`config.mk`:
```
export PLATFORM = sky130hd
export DESIGN_NAME = rs_syndrome_calc
export DESIGN_NICKNAME = d
export VERILOG_FILES = /design/src/rtl/rs_syndrome_calc.sv
export SDC_FILE = /design/constraint.sdc
export NUM_CORES = 1
export LEC_CHECK = 0
export ABC_CLOCK_PERIOD_IN_PS = 3630
export CORE_MARGIN = 4
export CORE_UTILIZATION = 55
export DETAILED_ROUTE_END_ITERATION = 6
export GPL_ROUTABILITY_DRIVEN = 0
export PLACE_DENSITY = 0.72
export SYNTH_ARGS = -nofsm -noshare
export SYNTH_HDL_FRONTEND = slang
export SYNTH_SLANG_ARGS = --single-unit
```
`constraint.sdc`:
```
create_clock -name clk -period 3.63 [get_ports clk]
set_input_delay 0.363 -clock clk [delete_from_list [all_inputs] [get_ports clk]]
set_output_delay 0.363 -clock clk [all_outputs]
set_load 0.05 [all_outputs]
```
`src/rtl/rs_syndrome_calc.sv`:
```
`default_nettype none
// ============================================================================
// Module   : rs_syndrome_calc
// Purpose  : Reed-Solomon syndrome calculator over GF(2^8), poly 0x11D,
//            alpha = 0x02. Reads an N1-byte codeword from a synchronous RAM
//            (highest-degree coefficient first), computes S_1..S_(2*DELTA)
//            with Horner's rule, streams them out one per cycle and flags
//            the all-zero (error-free) case.
// Ports    : clk, rst        - clock, synchronous active-high reset
//            start           - one-cycle run request, honoured only in IDLE
//            cw_rd_en/cw_addr/cw_din - codeword RAM read port (1-cycle latency)
//            syn_valid/syn_index/syn_out - syndrome stream, syn_out = S_(index+1)
//            no_error        - all syndromes zero, held until next start
//            busy, done      - activity flag and one-cycle completion pulse
// Revision : 1.0 - initial release
// ============================================================================
module rs_syndrome_calc #(
   parameter int N1     = 46,
   parameter int DELTA  = 15,
   parameter int ADDR_W = 6
) (
   input  logic              clk,
   input  logic              rst,
   input  logic              start,
   output logic              cw_rd_en,
   output logic [ADDR_W-1:0] cw_addr,
   input  logic [7:0]        cw_din,
   output logic              syn_valid,
   output logic [4:0]        syn_index,
   output logic [7:0]        syn_out,
   output logic              no_error,
   output logic              busy,
   output logic              done
);

   localparam int                c_nsyn      = 2 * DELTA;
   localparam logic [ADDR_W-1:0] c_last_addr = ADDR_W'(N1 - 1);
   localparam logic [ADDR_W-1:0] c_last_syn  = ADDR_W'(c_nsyn - 1);

   typedef enum logic [2:0] {
      S_IDLE  = 3'd0,
      S_LOAD  = 3'd1,
      S_DRAIN = 3'd2,
      S_OUT   = 3'd3,
      S_FIN   = 3'd4
   } state_t;

   // Multiply by x modulo x^8+x^4+x^3+x^2+1.
   function automatic logic [7:0] gf_xtime(input logic [7:0] a);
      return {a[6:0], 1'b0} ^ (a[7] ? 8'h1D : 8'h00);
   endfunction

   // Shift-and-add multiply; with a constant operand this folds to XOR trees.
   function automatic logic [7:0] gf_mul(input logic [7:0] a, input logic [7:0] b);
      logic [7:0] p;
      logic [7:0] x;
      p = 8'h00;
      x = a;
      for (int i = 0; i < 8; i++) begin
         if (b[i]) p = p ^ x;
         x = gf_xtime(x);
      end
      return p;
   endfunction

   function automatic logic [7:0] gf_alpha_pow(input int e);
      logic [7:0] v;
      v = 8'h01;
      for (int i = 0; i < e; i++) v = gf_xtime(v);
      return v;
   endfunction

   state_t            r_state;
   state_t            w_state_n;
   logic [ADDR_W-1:0] r_cnt;
   logic [ADDR_W-1:0] w_cnt_n;
   logic              r_data_vld;
   logic              w_accept;
   logic [7:0]        r_acc     [c_nsyn];
   logic [7:0]        w_acc_upd [c_nsyn];
   logic [c_nsyn-1:0] w_acc_nz;

   assign w_accept = (r_state == S_IDLE) && start;

   // One Horner accumulator per syndrome; index j holds S_(j+1).
   generate
      for (genvar j = 0; j < c_nsyn; j++) begin : g_acc
         localparam logic [7:0] c_alpha = gf_alpha_pow(j + 1);

         assign w_acc_upd[j] = r_data_vld ? (gf_mul(r_acc[j], c_alpha) ^ cw_din)
                                          : r_acc[j];
         assign w_acc_nz[j]  = |r_acc[j];

         always_ff @(posedge clk) begin
            if (rst || w_accept) r_acc[j] <= 8'h00;
            else                 r_acc[j] <= w_acc_upd[j];
         end
      end
   endgenerate

   // State register
   always_ff @(posedge clk) begin
      if (rst) begin
         r_state <= S_IDLE;
         r_cnt   <= '0;
      end else begin
         r_state <= w_state_n;
         r_cnt   <= w_cnt_n;
      end
   end

   // Next-state logic; r_cnt is the RAM address in LOAD and the syndrome
   // index in OUT.
   always_comb begin
      w_state_n = r_state;
      w_cnt_n   = r_cnt;
      case (r_state)
         S_IDLE: begin
            if (start) begin
               w_state_n = S_LOAD;
               w_cnt_n   = c_last_addr;
            end
         end
         S_LOAD: begin
            if (r_cnt == '0) w_state_n = S_DRAIN;
            else             w_cnt_n   = r_cnt - 1'b1;
         end
         S_DRAIN: begin
            w_state_n = S_OUT;
            w_cnt_n   = '0;
         end
         S_OUT: begin
            if (r_cnt == c_last_syn) begin
               w_state_n = S_FIN;
               w_cnt_n   = '0;
            end else begin
               w_cnt_n   = r_cnt + 1'b1;
            end
         end
         S_FIN: begin
            w_state_n = S_IDLE;
            w_cnt_n   = '0;
         end
         default: begin
            w_state_n = S_IDLE;
            w_cnt_n   = '0;
         end
      endcase
   end

   // Output registers are loaded from the next state so each output lines up
   // with the cycle its state occupies. syn_out takes the updated accumulator
   // value so that the r_0 byte folded in during DRAIN is seen by S_1.
   always_ff @(posedge clk) begin
      if (rst) begin
         cw_rd_en   <= 1'b0;
         cw_addr    <= '0;
         r_data_vld <= 1'b0;
         syn_valid  <= 1'b0;
         syn_index  <= '0;
         syn_out    <= '0;
         no_error   <= 1'b0;
         busy       <= 1'b0;
         done       <= 1'b0;
      end else begin
         r_data_vld <= cw_rd_en;
         cw_rd_en   <= (w_state_n == S_LOAD);
         cw_addr    <= (w_state_n == S_LOAD) ? w_cnt_n : '0;
         syn_valid  <= (w_state_n == S_OUT);
         syn_index  <= (w_state_n == S_OUT) ? w_cnt_n[4:0] : 5'd0;
         syn_out    <= (w_state_n == S_OUT) ? w_acc_upd[w_cnt_n[4:0]] : 8'h00;
         busy       <= (w_state_n != S_IDLE);
         done       <= (w_state_n == S_FIN);
         if (w_accept)                                     no_error <= 1'b0;
         else if (r_state == S_OUT && w_state_n == S_FIN)  no_error <= ~|w_acc_nz;
      end
   end

endmodule
`default_nettype wire

```
==> impl_results.md <==
- Top cells by area, synth: dfxtp_1 29%, xnor2_1 21%, nor2_1 7.6%
- Max clock buf depth: 3
- Vert. Die Dim: slightly below 200 um
- Worst R2R Path Depth: 11
- Initial DRC Count: 2206
- Area leader, netlist: dfxtp_1
- Largest net degree at the start of global routing: 97
- Worst setup SP type: flip-flop
- Max-slew headroom: 51.6%
- Peak VDD IR: between 0.5 and 0.6 mV
- Final setup violation count: 0
- Max_cap viols: 0
- Port-buffer cells: 34
- Final net count: 2215
- Fin util: about 60%
- Worst reg2reg endpoint: syn_out[3]$_SDFF_PP0_
- Area Overhead vs Synth: 9.08%
- Avg WL per Cell: 23.9 um
- Aggregate negative setup slack: 0 ps
- Cells after Synth: 2247
- Final Hold Fails: 0
- # hold bufs at CTS: 0
- Worst Hold Path Cells: 4
- Critical-path maximum fanout: 44
- DP HPWL: ~46 mm
- Number of global-route vias before repair: 15800
- Reg-to-Reg Start: r_cnt[0]$_SDFF_PP0_
- Async set-reset flop share out of synthesis: 0%
- Clock period minus worst slack: about 3400 ps
- Synth warn: 0
- H-tree depth: 1
- RSZ-0062 raised after global routing: no
- Vias/cell: just over 6
- CTS root buffer: clkbuf_16
- First-pass GRT wire length: 96.2 mm
- Worst R2R Setup Slack: 190 ps
- #FFs+latches synth: 274
- Clock skew: 11.6 ps
- CP Class: flip-flop to flip-flop
- DRC: 1
- Gates resized, CTS repair: 0
- Via count: 16400
- Clk_lat worst skew: 590 ps
- Gr ovfl total: 0
- Mean Syn Cell Area: 8.50 um2
- Post-DRT Antenna Nets: 0
- HP Start: cw_din[3]
- Drt first pass iters: 7
- Status: finished with violations
- Layout cell share with drive strength beyond 1: 7.27%
- Drt total wl: 63.3 mm
- Row Count: 67
- Hold Crit Endpoint: r_acc[1][107]$_SDFF_PP0_
- Initial core utilization: between 50 and 60%
- Count of different cell masters after synthesis: 86
- Final slew viol count: 0
- CTS tree: built
- Worst EP required: 4100 ps
- Number of synthesized flops with an enable pin: 0
- Clock sink count: approximately 270
- Worst slew pin tran: 720 ps
- Die ar.: 37800 um2
- Failing checks: DRC
- Arr. time, crit path: 3910 ps
- Hold Path Class: input port to flip-flop
- Top-area cell type share of the netlist area: 28.7%
- Part of the cycle the worst path needs: roughly 95%
- Register area share after synthesis: 28.7%
- Synthesized area: 19100 um2
- Lkg Pwr: 7.58 nW
- Die extent in x: between 150 and 200 um
- Pwr Density: 709 nW/um2
- Post-CTS setup buffer count: 0
- Mapped Nets: 2282
- Total core area: 33900 um2
- Crit path launch: r_cnt[0]$_SDFF_PP0_
- CTS clk-pin slew, worst paths: 60 ps
- Initial antenna violation count: 2
- Total track usage: 32.2%
- I/O pins: 35
- CTS buffer count: 31
- CP endpoint kind: flip-flop
- Primary FF master, synth: dfxtp_1
- Fill cell count: between 2000 and 3000
- Max Freq: 291 MHz
state kept, by name (all words and copies together) (netlist names):
| signal | cells |
|---|---|
| cw_addr | 6 |
| no_error | 1 |
| busy | 1 |
| r_cnt | 6 |
| syn_index | 5 |
| r_acc | 240 |
| syn_out | 8 |
| syn_valid | 1 |
| cw_rd_en | 1 |
| done | 1 |
| r_data_vld | 1 |
| r_state | 3 |
how the worst max path moves through the flow:
stage	depth (start not counted)	to	slack, ps
5_1_grt	12	syn_out[6]$_SDFF_PP0_	110
3_5_place_dp	9	syn_out[5]$_SDFF_PP0_	270
6_report	11	syn_out[3]$_SDFF_PP0_	190
3_3_place_gp	9	syn_out[5]$_SDFF_PP0_	340
4_1_cts	11	syn_out[3]$_SDFF_PP0_	290
2_1_floorplan	11	syn_out[7]$_SDFF_PP0_	730
metrics by stage:
stage	total power [mW]	worst slack [ps]	hold slack, ps	area [um2]	std cells
after global placement	10.9	337	447	19700	2595
after global routing	15.3	110	467	20800	2650
after floorplan	9.08	731	481	19100	2247
after detailed placement	11.1	273	459	19700	2595
after CTS	14.5	292	398	20800	2650
final	14.8	188	407	20800	2652
cells by family after synthesis:
logic type                 share of synthesized area, %
and+or+nand+nor                                    15.9
xor gates and xnor gates                           31.5
DFF                                                28.7
AOI/OAI and AO/OA                                  9.27
buffers and inverters                              5.74
muxes                                              7.34
adders and majority gates                          1.57
critical path, stage by stage, from the launching register on:
cell	delay [ps]
dfxtp_1	450
inv_1	100
ha_1	360
or4b_1	570
a21oi_2	200
a221oi_4	110
buf_12	240
nor2_1	360
a22oi_1	120
and3_1	220
o311a_1	280
a311o_1	310
where the power goes:
| part | leakage, nW | switching (mW) | internal, mW |
|---|---|---|---|
| combinational | 4.82 | 4.51 | 2.94 |
| clock | 0.540 | 1.33 | 2.14 |
| sequential | 2.22 | 0.531 | 3.32 |
metal layers:
layer / wire [um] / vias up / part of all wire, % / global-route usage, %
li1: - / 7300 / - / -
met1: 25000 / 7835 / 39 / 43.4
met2: 27800 / 1012 / 44 / 50.5
met3: 6740 / 238 / 11 / 5.26
met4: 3860 / 2 / 6.1 / 15.4
met5: 13 / - / 0.021 / 0
placed cells by master, fill, tap and decap left out, drive strengths merged, types with 9 or more instances in the layout:
cell	count
o21ai	30
and3	11
a21oi	103
nand3	16
clkdlybuf4s50	26
nand4	19
nand2	134
xnor3	30
nor4b	9
xor2	133
nor4	49
buf	68
inv	49
ha	24
nor2b	13
dfxtp	274
clkbuf	45
mux2i	122
a31oi	10
xnor2	468
a211oi	15
nor3	18
nor2	389
cell type report:
class | count | area [um2] | share of cell area (%)
timing repair buffer | 94 | 938 | 4.51
multi-input combinational | 1730 | 12500 | 60.2
inverter | 49 | 186 | 0.895
antenna | 2 | 5.00 | 0.0240
clock buffer | 45 | 908 | 4.36
tap | 448 | 561 | 2.69
sequential | 274 | 5490 | 26.4
clock inverter | 10 | 205 | 0.985
cell usage after synthesis, types with 18 or more instances:
cell type,instances
a21oi_1,101
nor4_1,49
xnor2_1,468
buf_2,51
buf_4,18
nand4_1,19
o21ai_0,27
inv_1,48
ha_1,24
mux2i_1,122
xor2_1,133
clkbuf_1,103
nor2_1,385
xnor3_1,30
dfxtp_1,274
nand2_1,133
Power figures use the tool's default switching activity.
